===== src/rtl/spi_ahb_loader_if.sv =====
// rtl/spi_ahb_loader_if.sv - AHB-Lite write-master bus between the SPI loader and the memory router
interface spi_ahb_loader_if;
    logic [31:0] spi_haddr;
    logic        spi_hwrite;
    logic [2:0]  spi_hsize;
    logic [2:0]  spi_hburst;
    logic [3:0]  spi_hprot;
    logic        spi_hmastlock;
    logic [1:0]  spi_htrans;
    logic [31:0] spi_hwdata;
    logic        spi_hready;
    logic        spi_hresp;
    logic [31:0] spi_hrdata;

    modport master (
        output spi_haddr,
        output spi_hwrite,
        output spi_hsize,
        output spi_hburst,
        output spi_hprot,
        output spi_hmastlock,
        output spi_htrans,
        output spi_hwdata,
        input  spi_hready,
        input  spi_hresp,
        input  spi_hrdata
    );

    modport slave (
        input  spi_haddr,
        input  spi_hwrite,
        input  spi_hsize,
        input  spi_hburst,
        input  spi_hprot,
        input  spi_hmastlock,
        input  spi_htrans,
        input  spi_hwdata,
        output spi_hready,
        output spi_hresp,
        output spi_hrdata
    );
endinterface


===== src/rtl/spi_ahb_loader.sv =====
// rtl/spi_ahb_loader.sv - SPI-slave program loader driving single AHB-Lite NONSEQ word writes
module spi_ahb_loader #(
    parameter logic [7:0] WRITE_CMD   = 8'h01,
    parameter logic [7:0] RUN_CMD     = 8'hFF,
    parameter int         SYNC_STAGES = 2
) (
    input  logic              clk,
    input  logic              reset,
    input  logic              spi_sclk,
    input  logic              spi_mosi,
    input  logic              spi_cs_n,
    output logic              spi_miso,
    spi_ahb_loader_if.master  bus,
    output logic              SPI_change,
    output logic              load_error
);

    typedef enum logic [1:0] {
        S_IDLE = 2'd0,
        S_ADDR = 2'd1,
        S_DATA = 2'd2
    } state_t;

    localparam logic [1:0] HTRANS_IDLE   = 2'b00;
    localparam logic [1:0] HTRANS_NONSEQ = 2'b10;
    localparam logic [6:0] FRAME_BITS    = 7'd72;

    // Synchronizer chains and edge-detect history
    logic [SYNC_STAGES-1:0] sclk_sr;
    logic [SYNC_STAGES-1:0] mosi_sr;
    logic [SYNC_STAGES-1:0] cs_sr;
    logic                   sclk_q;

    logic sclk_s;
    logic mosi_s;
    logic cs_s;
    logic rise;
    logic fall;

    // Frame receive state
    logic [6:0]  bit_cnt;
    logic [6:0]  shift_q;
    logic [62:0] word_sr;
    logic [7:0]  echo_q;
    logic [7:0]  cmd_q;
    logic        miso_q;

    // Pending word and bus-side state
    state_t      state;
    logic        pend;
    logic [31:0] pend_addr;
    logic [31:0] pend_data;
    logic        run_pend;
    logic [1:0]  htrans_q;
    logic [31:0] haddr_q;
    logic [31:0] hwdata_q;

    logic        frames_off;
    logic [7:0]  byte_in;
    logic [63:0] full_word;
    logic        run_hit;
    logic        word_hit;
    logic        run_now;
    logic        can_release;
    logic        unused_hrdata;

    assign sclk_s = sclk_sr[SYNC_STAGES-1];
    assign mosi_s = mosi_sr[SYNC_STAGES-1];
    assign cs_s   = cs_sr[SYNC_STAGES-1];

    assign rise = sclk_s & ~sclk_q & ~cs_s;
    assign fall = ~sclk_s & sclk_q & ~cs_s;

    // Once the core owns the router (or a release is waiting), the SPI port goes deaf
    assign frames_off = SPI_change | run_pend;

    assign byte_in   = {shift_q, mosi_s};
    assign full_word = {word_sr, mosi_s};

    assign run_hit  = rise & ~frames_off & (bit_cnt == 7'd7) & (byte_in == RUN_CMD);
    assign word_hit = rise & ~frames_off & (bit_cnt == 7'd71) & (cmd_q == WRITE_CMD);
    assign run_now  = run_hit | run_pend;

    // Release is allowed from an empty IDLE, or on the edge that finishes the last write
    assign can_release = ((state == S_IDLE) && !pend) ||
                         ((state == S_DATA) && bus.spi_hready);

    assign spi_miso          = miso_q;
    assign bus.spi_haddr     = haddr_q;
    assign bus.spi_hwdata    = hwdata_q;
    assign bus.spi_htrans    = htrans_q;
    assign bus.spi_hwrite    = 1'b1;
    assign bus.spi_hsize     = 3'b010;
    assign bus.spi_hburst    = 3'b000;
    assign bus.spi_hprot     = 4'b0011;
    assign bus.spi_hmastlock = 1'b0;

    assign unused_hrdata = ^bus.spi_hrdata;

    // Bring the asynchronous SPI pins into the clk domain
    always_ff @(posedge clk or posedge reset) begin
        if (reset) begin
            sclk_sr <= '0;
            mosi_sr <= '0;
            cs_sr   <= '1;
            sclk_q  <= 1'b0;
        end else begin
            sclk_sr <= {sclk_sr[SYNC_STAGES-2:0], spi_sclk};
            mosi_sr <= {mosi_sr[SYNC_STAGES-2:0], spi_mosi};
            cs_sr   <= {cs_sr[SYNC_STAGES-2:0], spi_cs_n};
            sclk_q  <= sclk_s;
        end
    end

    // Frame receiver, pending-word hand-off, AHB write FSM and core release
    always_ff @(posedge clk or posedge reset) begin
        if (reset) begin
            bit_cnt    <= '0;
            shift_q    <= '0;
            word_sr    <= '0;
            echo_q     <= '0;
            cmd_q      <= '0;
            miso_q     <= 1'b0;
            state      <= S_IDLE;
            pend       <= 1'b0;
            pend_addr  <= '0;
            pend_data  <= '0;
            run_pend   <= 1'b0;
            htrans_q   <= HTRANS_IDLE;
            haddr_q    <= '0;
            hwdata_q   <= '0;
            SPI_change <= 1'b0;
            load_error <= 1'b0;
        end else begin
            if (cs_s) begin
                bit_cnt <= '0;
                shift_q <= '0;
                word_sr <= '0;
                echo_q  <= '0;
                cmd_q   <= '0;
                miso_q  <= 1'b0;
            end else if (!frames_off) begin
                if (rise && (bit_cnt < FRAME_BITS)) begin
                    shift_q <= byte_in[6:0];
                    bit_cnt <= bit_cnt + 7'd1;
                    if (bit_cnt >= 7'd8) begin
                        word_sr <= {word_sr[61:0], mosi_s};
                    end
                    if (bit_cnt[2:0] == 3'd7) begin
                        echo_q <= byte_in;
                    end
                    if (bit_cnt == 7'd7) begin
                        cmd_q <= byte_in;
                    end
                end else if (fall) begin
                    miso_q <= echo_q[7];
                    echo_q <= {echo_q[6:0], 1'b0};
                end
            end

            case (state)
                S_IDLE: begin
                    if (pend && !SPI_change) begin
                        state    <= S_ADDR;
                        htrans_q <= HTRANS_NONSEQ;
                        haddr_q  <= pend_addr;
                    end
                end
                S_ADDR: begin
                    if (bus.spi_hready) begin
                        state    <= S_DATA;
                        htrans_q <= HTRANS_IDLE;
                        hwdata_q <= pend_data;
                    end
                end
                S_DATA: begin
                    if (bus.spi_hready) begin
                        state <= S_IDLE;
                        pend  <= 1'b0;
                        if (bus.spi_hresp) begin
                            load_error <= 1'b1;
                        end
                    end
                end
                default: begin
                    state    <= S_IDLE;
                    htrans_q <= HTRANS_IDLE;
                end
            endcase

            // A second word arriving while one is still held is lost, and flagged
            if (word_hit) begin
                if (pend) begin
                    load_error <= 1'b1;
                end else begin
                    pend      <= 1'b1;
                    pend_addr <= full_word[63:32];
                    pend_data <= full_word[31:0];
                end
            end

            if (run_now && !SPI_change) begin
                if (can_release) begin
                    SPI_change <= 1'b1;
                    run_pend   <= 1'b0;
                end else begin
                    run_pend <= 1'b1;
                end
            end
        end
    end

endmodule


===== src/flat_wrapper.sv =====
// flat-port wrapper written by rule: the top's interface ports become plain ports
module spi_ahb_loader_flat 
#(
    parameter logic [7:0] WRITE_CMD   = 8'h01,
    parameter logic [7:0] RUN_CMD     = 8'hFF,
    parameter int         SYNC_STAGES = 2
)
  (clk, reset, spi_sclk, spi_mosi, spi_cs_n, spi_miso, SPI_change, load_error, bus_spi_haddr, bus_spi_hwrite, bus_spi_hsize, bus_spi_hburst, bus_spi_hprot, bus_spi_hmastlock, bus_spi_htrans, bus_spi_hwdata, bus_spi_hready, bus_spi_hresp, bus_spi_hrdata);
  spi_ahb_loader_if bus_i ();
  input  logic clk;
  input  logic reset;
  input  logic spi_sclk;
  input  logic spi_mosi;
  input  logic spi_cs_n;
  output logic spi_miso;
  output logic SPI_change;
  output logic load_error;
  output wire logic [$bits(bus_i.spi_haddr)-1:0] bus_spi_haddr;
  output wire logic [$bits(bus_i.spi_hwrite)-1:0] bus_spi_hwrite;
  output wire logic [$bits(bus_i.spi_hsize)-1:0] bus_spi_hsize;
  output wire logic [$bits(bus_i.spi_hburst)-1:0] bus_spi_hburst;
  output wire logic [$bits(bus_i.spi_hprot)-1:0] bus_spi_hprot;
  output wire logic [$bits(bus_i.spi_hmastlock)-1:0] bus_spi_hmastlock;
  output wire logic [$bits(bus_i.spi_htrans)-1:0] bus_spi_htrans;
  output wire logic [$bits(bus_i.spi_hwdata)-1:0] bus_spi_hwdata;
  input wire logic [$bits(bus_i.spi_hready)-1:0] bus_spi_hready;
  input wire logic [$bits(bus_i.spi_hresp)-1:0] bus_spi_hresp;
  input wire logic [$bits(bus_i.spi_hrdata)-1:0] bus_spi_hrdata;
  assign bus_spi_haddr = bus_i.spi_haddr;
  assign bus_spi_hwrite = bus_i.spi_hwrite;
  assign bus_spi_hsize = bus_i.spi_hsize;
  assign bus_spi_hburst = bus_i.spi_hburst;
  assign bus_spi_hprot = bus_i.spi_hprot;
  assign bus_spi_hmastlock = bus_i.spi_hmastlock;
  assign bus_spi_htrans = bus_i.spi_htrans;
  assign bus_spi_hwdata = bus_i.spi_hwdata;
  assign bus_i.spi_hready = bus_spi_hready;
  assign bus_i.spi_hresp = bus_spi_hresp;
  assign bus_i.spi_hrdata = bus_spi_hrdata;
  spi_ahb_loader #(.WRITE_CMD(WRITE_CMD), .RUN_CMD(RUN_CMD), .SYNC_STAGES(SYNC_STAGES)) u_core (.clk(clk), .reset(reset), .spi_sclk(spi_sclk), .spi_mosi(spi_mosi), .spi_cs_n(spi_cs_n), .spi_miso(spi_miso), .bus(bus_i), .SPI_change(SPI_change), .load_error(load_error));
endmodule

===== config.mk =====
export PLATFORM = sky130hd
export DESIGN_NAME = spi_ahb_loader_flat
export DESIGN_NICKNAME = d
export VERILOG_FILES = /design/src/rtl/spi_ahb_loader_if.sv /design/src/rtl/spi_ahb_loader.sv /design/src/flat_wrapper.sv
export SDC_FILE = /design/constraint.sdc
export NUM_CORES = 1
export LEC_CHECK = 0
export CORE_MARGIN = 2
export CORE_UTILIZATION = 45
export CTS_CLUSTER_SIZE = 24
export DETAILED_ROUTE_END_ITERATION = 8
export PLACE_DENSITY = 0.67
export SLEW_MARGIN = 20
export SYNTH_ARGS = -nofsm -noshare
export SYNTH_HDL_FRONTEND = slang
export SYNTH_SLANG_ARGS = --single-unit

===== constraint.sdc =====
create_clock -name clk -period 9.81 [get_ports clk]
set_input_delay 1.4715 -clock clk [delete_from_list [all_inputs] [get_ports clk]]
set_output_delay 1.4715 -clock clk [all_outputs]
set_load 0.01 [all_outputs]

==> results of run 1 <==
logic make-up after synthesis:
group | share of synthesized area, %
buf+inv | 3.46
xor+xnor | 0.187
compound gates | 5.64
fa+ha+maj | 0.401
other cells | 0.0802
mux | 17.7
simple gates | 9.49
flops | 63.1
per-stage QoR:
stage               std cells  hold WS [ps]  utilization, %  setup WS, ps
detailed placement       1060           336            50.6          5840
CTS                      1108           347            55.1          6380
global placement         1060           335            50.6          5830
global route             1108           359            55.1          6560
floorplan                 764           331               -          1870
finish                   1108           344            55.1          6630
sequential cells by signal, indices dropped and copies added, names as in the netlist, 7 cells and up:
register / count
u_core.bit_cnt: 7
u_core.bus.spi_haddr: 32
u_core.bus.spi_hwdata: 32
u_core.cmd_q: 8
u_core.echo_q: 8
u_core.pend_addr: 32
u_core.pend_data: 32
u_core.shift_q: 7
u_core.word_sr: 63
power groups by stage:
stage          combinational (W)  clock (W)  sequential, W
6_report                0.000107    0.00101        0.00102
5_1_grt                 0.000120    0.00108        0.00102
4_1_cts                 0.000110    0.00104        0.00102
3_5_place_dp            0.000109          0        0.00103
3_3_place_gp            0.000108          0        0.00103
2_1_floorplan          0.0000871          0        0.00102
cell usage after synthesis, types with 3 or more instances:
master	count
dfrtp_1	234
nand2_1	143
mux2_2	129
a21oi_1	66
nor2_1	26
clkbuf_1	25
mux2i_1	20
buf_4	19
o21ai_0	11
buf_2	10
inv_1	7
nand2b_1	4
nand3_1	4
nand3b_1	4
nor3_1	4
a21o_1	3
ha_1	3
nand4_1	3
nor4_1	3
placed cells by master, fill, tap and decap left out, drive strengths merged, types with 12 or more instances in the layout:
cell type	instances
dfrtp	234
nor2	26
conb	13
a21oi	66
mux2i	20
nand2	143
clkbuf	36
o21ai	12
mux2	129
clkdlybuf4s50	74
routing by layer:
layer / up-vias / global-route usage, % / part of all wire, % / wire [um]
met1: 2847 / 22.5 / 46 / 7720
met3: 25 / 3.68 / 5.5 / 926
li1: 2674 / - / - / -
met4: 0 / 4.00 / 1.8 / 305
met2: 117 / 25.2 / 47 / 7890
met5: - / 0 / 0 / 0
cell type report:
class | count | area, um2
Clock buffer | 36 | 769
Clock inverter | 12 | 146
Fill cell | 1710 | 9110
Inverter | 7 | 38.8
Multi-Input combinational cell | 466 | 3190
Sequential cell | 236 | 5910
Tap cell | 270 | 338
Timing Repair Buffer | 81 | 797
worst paths after layout:
| path | to | slack [ps] | cells past startpoint | from |
|---|---|---|---|---|
| hold reg to reg | u_core.mosi_sr[1] | 340 | 0 | u_core.mosi_sr[0] |
| max in group asynchronous | u_core.bus.spi_haddr[30] | 7020 | 3 | reset |
| min in group asynchronous | u_core.bus.spi_haddr[26] | 1500 | 2 | reset |
| hold / removal | u_core.mosi_sr[1] | 340 | 0 | u_core.mosi_sr[0] |
| setup reg to reg | u_core.pend_addr[12] | 7000 | 5 | u_core.cs_sr[1] |
| setup / recovery | SPI_change | 6630 | 1 | u_core.SPI_change |
==> flow_summary.yaml, run 1 <==
run_status:
  status: "complete, no violations"
power:
  finalPower_w: 0.00214
  p_sw_share_pct: 22.4
  p_leak_nw: 5.17
  power_switching_w: 0.000479
  seqPwrFrac_pct: 47.5
  intPower_w: 0.00166
  ir_worst_vdd_uv: 123
  powerDensity_nw_per_um2: 191
  pwr-share-comb_pct: 5.0
  p_clk_share_pct: 47.4
worst_setup_path:
  slowest_stage: "clkdlybuf4s50_1"
  cp-end-kind: "output port"
  path_buf_inv: 1
  critical-path-top-delay-family: "buffers and inverters"
  critPathMaxStageDelay_ps: 640
  crit_type: "flop to output port"
  start_kind: "flop"
  critPathRequiredTime_ps: 8340
  critical_path_arrival_ps: 1710
  worstPathCellList: "clkdlybuf4s50_1"
  cp_max_fo: 10
timing:
  finalHoldViolCount: 0
  final.period_utilization_pct: 32.4
  relSlewSlack_pct: 37.7
  worstMarginPinSlew_ps: 935
  fmax_mhz: 314
  skew_ps: 9.71
  fin_tns_setup_ps: 0
  rsz0062_at_grt: "no"
  setup-violations-final: 0
  finalMaxSlewViolations: 0
  period_needed_ps: 3180
routing:
  via_per_inst: 5.11
  drtAntennaViolNets: 0
  drcViolationCount: 0
  drt-initial-drc-count: 319
  drt_wl_total_mm: 16.8
  first_pass_iters: 5
  num_vias: 5663
  routedWlPerCell_um: 15.2
clock_tree:
  numCtsBuffers: 26
  clockBufferDepth: 3
  cts_resized: 0
  cts_tree: "done"
  clk_latency_ps: 520
  ctsHtreeMaxLevel: 1
  cts.sinks: 236
  clkTransAtPathRegs_ps: 60
  cts_setup_buffers: 0
  ctsRootBufferMaster: "clkbuf_16"
  cts_hold_buf: 0
logic_synthesis:
  syn_area_um2: 9360
  netlist_instances: 753
  synth_top_area_share_pct: 62.5
  synth_edf_count: 0
  ys.warnings.count: 0
  synthTopCellsByArea: "dfrtp_1, mux2_2, nand2_1"
  synth_ff_type: "dfrtp_1"
  synth-seq-area-share_pct: 63.1
  async_reset_ff_share_pct: 100
  yosys.area.top_type: "dfrtp_1"
  synth.avg_cell_area_um2: 12.4
  synth_cell_types: 45
  synth-seq-cells: 236
final_layout:
  diodes: 0
  nets: 860
  syn2layout_area_growth_pct: 19.5
  drive_gt1_share_pct: 22.8
  fin_area_um2: 11200
global_routing:
  grt_pass1_vias: 5656
  grt_max_degree: 149
  grt_usage_pct: 15.9
  antenna_found_initial: 0
  grt_pass1_wl_mm: 29.0
  overflow: 0
die:
  core_area_um2: 20300
  die_area_um2: 22000
  initial_utilization_pct: 46.1
  io_pins: 120
  die_h_um: 148
  row_count: 52
  chipWidth_um: 148
run:
  maxCapViolCount: 0
placement:
  hpwl_mm: 9.67
  io_buffers: 74
  placed_area_um2: 10300
  gp_congestion: 0.724
hold_path:
  hp-class: "flop to flop"
Power figures use the tool's default switching activity.
==> inputs of run 2 (changes only) <==
==> constraint.sdc (replaced) <==
create_clock -name clk -period 2.94 [get_ports clk]
set_input_delay 0.441 -clock clk [delete_from_list [all_inputs] [get_ports clk]]
set_output_delay 0.441 -clock clk [all_outputs]
set_load 0.01 [all_outputs]
==> run 2 against run 1 <==
Sequential cell count unchanged. Count of clock-buffer cells in the layout is 3 higher. Hold slack gained 13 ps. Worst setup slack worse by 6300 ps. Combinational power increased to 3.6 times the previous value.
==> flow_summary.yaml, run 2 (synthesized netlist as in run 1, its figures left out) <==
final_layout:
  final_cells: 1113
  layout_commonest_cell: "dfrtp_1"
  top_register: "u_core.word_sr"
  largest_reg_flops: 63
  diodes: 0
  fin_area_um2: 11300
  final_cell_mix: "dfrtp_1, nand2_1, mux2_2"
  drive_gt1_share_pct: 22.9
  nets: 868
  syn2layout_area_growth_pct: 20.2
run:
  maxCapViolCount: 0
die:
  chipWidth_um: 148
  die_area_um2: 22000
  die_h_um: 148
  row_count: 52
  core_area_um2: 20300
  io_pins: 120
  initial_utilization_pct: 46.1
clock_tree:
  clockBufferDepth: 3
  cts_hold_buf: 0
  cts_setup_buffers: 0
  numCtsBuffers: 24
  cts_tree: "done"
  clk_latency_ps: 500
  cts_resized: 0
  cts.sinks: 236
  clkTransAtPathRegs_ps: 60
  ctsRootBufferMaster: "clkbuf_16"
  ctsHtreeMaxLevel: 1
timing:
  skew_ps: 10.8
  worstMarginPinSlew_ps: 1100
  period_needed_ps: 2580
  fin_tns_setup_ps: 0
  rsz0062_at_grt: "no"
  finalMaxSlewViolations: 0
  relSlewSlack_pct: 26.5
  fmax_mhz: 388
  finalHoldViolCount: 0
  final.period_utilization_pct: 87.8
  setup-violations-final: 0
power:
  pwr-share-comb_pct: 5.7
  power_switching_w: 0.00150
  seqPwrFrac_pct: 49.7
  p_clk_share_pct: 44.6
  p_leak_nw: 5.19
  intPower_w: 0.00530
  p_sw_share_pct: 22.0
  ir_worst_vdd_uv: 437
  powerDensity_nw_per_um2: 604
global_routing:
  overflow: 0
  grt_pass1_vias: 5751
  grt_pass1_wl_mm: 28.9
  grt_max_degree: 66
  grt_usage_pct: 15.9
  antenna_found_initial: 0
hold_path:
  hp-class: "input pin to async pin"
worst_setup_path:
  path_buf_inv: 0
  start_kind: "flop"
  cp_max_fo: 15
  critical-path-top-delay-family: "simple AND/OR/NAND/NOR gates"
  slowest_stage: "nor3_2"
  cp-end-kind: "flop"
  critPathRequiredTime_ps: 3300
  crit_type: "flop to flop"
  critical_path_arrival_ps: 2940
  critPathMaxStageDelay_ps: 910
  worstPathCellList: "or4b_1, nor3_2, mux2i_1, nor2_1"
placement:
  placed_area_um2: 10400
  io_buffers: 74
  gp_congestion: 0.743
  hpwl_mm: 10.6
  place_inst: 1070
routing:
  num_vias: 5648
  via_per_inst: 5.07
  drcViolationCount: 0
  first_pass_iters: 5
  drt-initial-drc-count: 400
  drt_wl_total_mm: 17.0
  routedWlPerCell_um: 15.3
  drtAntennaViolNets: 0
run_status:
  status: "complete, no violations"
-- run 2: path summary, 6_finish.rpt --
| check | startpoint | end | slack [ps] | cells after the start |
|---|---|---|---|---|
| min in group clk | u_core.mosi_sr[0] | u_core.mosi_sr[1] | 360 | 0 |
| setup reg to reg | u_core.SPI_change | u_core.shift_q[2] | 360 | 4 |
| hold reg to reg | u_core.mosi_sr[0] | u_core.mosi_sr[1] | 360 | 0 |
| hold / removal | reset | u_core.pend_addr[27] | 360 | 2 |
| setup / recovery | u_core.SPI_change | u_core.shift_q[2] | 360 | 4 |
| max in group asynchronous | reset | u_core.cs_sr[0] | 1900 | 3 |
-- run 2: power by group through the flow --
stage / Clock [W] / Combinational (W) / Sequential, W
finish: 0.00303 / 0.000389 / 0.00338
global route: 0.00326 / 0.000435 / 0.00339
CTS: 0.00312 / 0.000400 / 0.00338
detailed placement: 0 / 0.000400 / 0.00344
global placement: 0 / 0.000399 / 0.00343
floorplan: 0 / 0.000291 / 0.00341
-- run 2: final cells by class --
class                   count  area (um2)
clock buffers              39         758
clock inverters             4        47.5
fillers                  1708        9050
inverters                   7        30.0
multi-input cells         466        3190
flip-flops and latches    236        5910
well taps                 270         338
repair buffers             91         981
-- run 2: per-stage QoR --
stage	hold WS [ps]	power [W]	utilization (%)	setup WS, ps
3_5_place_dp	345	0.00384	51.5	380
6_report	357	0.00680	55.4	360
4_1_cts	346	0.00689	55.4	355
3_3_place_gp	334	0.00383	51.5	419
5_1_grt	341	0.00708	55.4	189
2_1_floorplan	331	0.00370	-	-591
-- run 2: worst reg2reg max path, delay by kind of cell (launching register included) --
| kind | cells | cell delay [ps] |
|---|---|---|
| DFF | 1 | 500 |
| muxes | 1 | 280 |
| and+or+nand+nor | 3 | 1660 |
-- run 2: per-layer routing --
| layer | share of wire, % | routed length (um) | track usage [%] | up-vias |
|---|---|---|---|---|
| li1 | - | - | - | 2688 |
| met1 | 46 | 7830 | 22.3 | 2846 |
| met2 | 47 | 8080 | 25.6 | 96 |
| met3 | 5.4 | 920 | 3.53 | 18 |
| met4 | 1.2 | 211 | 3.48 | 0 |
| met5 | 0 | 0 | 0 | - |
==> inputs of run 3 (changes only) <==
==> constraint.sdc (replaced) <==
create_clock -name clk -period 3.3 [get_ports clk]
set_input_delay 0.495 -clock clk [delete_from_list [all_inputs] [get_ports clk]]
set_output_delay 0.495 -clock clk [all_outputs]
set_load 0.01 [all_outputs]
==> run 3 against run 2 <==
Count of clock-buffer cells in the layout is the same. Fmax grew 4.9%. First-iteration DRC count shrank 5.0%. Cell count shrank 0.54%. Routed wire length grew 0.63%. Global-route usage grew 0.090 points. Sequential cell count is the same. Clock skew is essentially flat.
==> flow_summary.yaml, run 3 (synthesized netlist as in run 1, its figures left out) <==
run_status:
  status: "complete, no violations"
timing:
  setup-violations-final: 0
  finalMaxSlewViolations: 0
  hold-worst-slack_ps: 348
  fin_tns_setup_ps: 0
  worstMarginPinSlew_ps: 832
  final.period_utilization_pct: 74.6
  relSlewSlack_pct: 44.2
  fmax_mhz: 406
  setup_ws_ps: 840
  skew_ps: 10.4
  period_needed_ps: 2460
  finalHoldViolCount: 0
  rsz0062_at_grt: "no"
die:
  die_area_um2: 22000
  io_pins: 120
  initial_utilization_pct: 46.1
  die_h_um: 148
  row_count: 52
  chipWidth_um: 148
  core_area_um2: 20300
power:
  p_sw_share_pct: 22.0
  finalPower_w: 0.00610
  p_leak_nw: 5.16
  p_clk_share_pct: 45.1
  intPower_w: 0.00476
  power_switching_w: 0.00134
  pwr-share-comb_pct: 5.6
  seqPwrFrac_pct: 49.3
  powerDensity_nw_per_um2: 546
  ir_worst_vdd_uv: 378
placement:
  pre_cts_ws_ps: 855
  gp_congestion: 0.699
  hpwl_mm: 10.4
  io_buffers: 74
final_layout:
  register_area_um2: 5910
  final_cell_mix: "dfrtp_1, nand2_1, mux2_2"
  multiInputGateArea_um2: 3190
  nFillCells: 1696
  nets: 863
  layout_commonest_cell: "dfrtp_1"
  top_register: "u_core.word_sr"
  largest_reg_flops: 63
  syn2layout_area_growth_pct: 19.4
  drive_gt1_share_pct: 22.6
  diodes: 0
  fin_util_pct: 55.1
clock_tree:
  cts_tree: "done"
  cts_setup_buffers: 0
  ctsRootBufferMaster: "clkbuf_16"
  cts.sinks: 236
  clk_latency_ps: 510
  cts_hold_buf: 0
  ctsHtreeMaxLevel: 1
  cts_resized: 0
  clkTransAtPathRegs_ps: 60
  clockBufferDepth: 3
  numCtsBuffers: 24
routing:
  drcViolationCount: 0
  drt-initial-drc-count: 380
  drtAntennaViolNets: 0
  routedWlPerCell_um: 15.5
  via_per_inst: 5.15
  first_pass_iters: 5
  num_vias: 5698
  drt_wl_total_mm: 17.1
worst_setup_path:
  critPathRequiredTime_ps: 3720
  critical-path-top-delay-family: "compound AO/OA/AOI/OAI gates"
  path_buf_inv: 1
  start_kind: "flop"
  cp_max_fo: 63
  rr_worst_depth: 5
  critical_path_arrival_ps: 2880
  crit_type: "flop to flop"
  critPathMaxStageDelay_ps: 710
  cp-end-kind: "flop"
  path_depth: 5
  slowest_stage: "o31ai_1"
  worstPathCellList: "o31ai_1, and4_2, buf_4, nand2_1, a21oi_1"
hold_path:
  worstHoldPathCells: 0
  hp-class: "flop to flop"
global_routing:
  grt_max_degree: 76
  grt_pass1_vias: 5702
  grt_usage_pct: 16.0
  grt_pass1_wl_mm: 28.9
  antenna_found_initial: 0
  overflow: 0
run:
  maxCapViolCount: 0
==> run 3: changes by cell type in the layout (fill, tap and decap cells not counted) <==
cell        change
buf_12          -4
clkbuf_1        -2
clkbuf_8        +2
buf_4           -1
clkinv_2        -1
clkinvlp_4      -1
inv_6           +1
==> run 3: worst reg2reg max path: stages, from the launching register on <==
cell     delay [ps]
dfrtp_1         460
o31ai_1         710
and4_2          340
buf_4           540
nand2_1         160
a21oi_1         180
==> run 3: power groups by stage <==
stage	clock, W	sequential [W]	combinational [W]
after floorplan	0	0.00303	0.000260
after global routing	0.00294	0.00302	0.000383
final	0.00275	0.00301	0.000342
after CTS	0.00282	0.00301	0.000352
after detailed placement	0	0.00306	0.000350
after global placement	0	0.00306	0.000346
==> run 3: stage by stage <==
step | instances | area (um2)
2_1_floorplan | 764 | 9410
3_3_place_gp | 1065 | 10400
3_5_place_dp | 1065 | 10400
4_1_cts | 1107 | 11200
5_1_grt | 1107 | 11200
6_report | 1107 | 11200
==> run 3: path summary, 6_finish.rpt <==
kind	to	startpoint	slack, ps
min in group asynchronous	u_core.pend_addr[27]	reset	380
setup / recovery	u_core.word_sr[38]	u_core.bit_cnt[3]	840
setup reg to reg	u_core.word_sr[38]	u_core.bit_cnt[3]	840
hold reg to reg	u_core.mosi_sr[1]	u_core.mosi_sr[0]	350
max in group asynchronous	u_core.bus.spi_hwdata[11]	reset	2180
hold / removal	u_core.mosi_sr[1]	u_core.mosi_sr[0]	350
==> run 3: final cells by class <==
class	instances	area share [%]
Clock buffer	39	6.96
Clock inverter	3	0.392
Inverter	7	0.269
Multi-Input combinational cell	466	28.5
Sequential cell	236	52.9
Tap cell	270	3.02
Timing Repair Buffer	86	7.99
==> run 3: metal layers <==
layer,wire length [um],part of all wire (%),vias to the layer above,global-route usage [%]
li1,-,-,2678,-
met1,7900,46,2887,22.0
met2,8090,47,105,25.8
met3,798,4.7,28,3.22
met4,346,2.0,0,4.67
met5,0,0,-,0
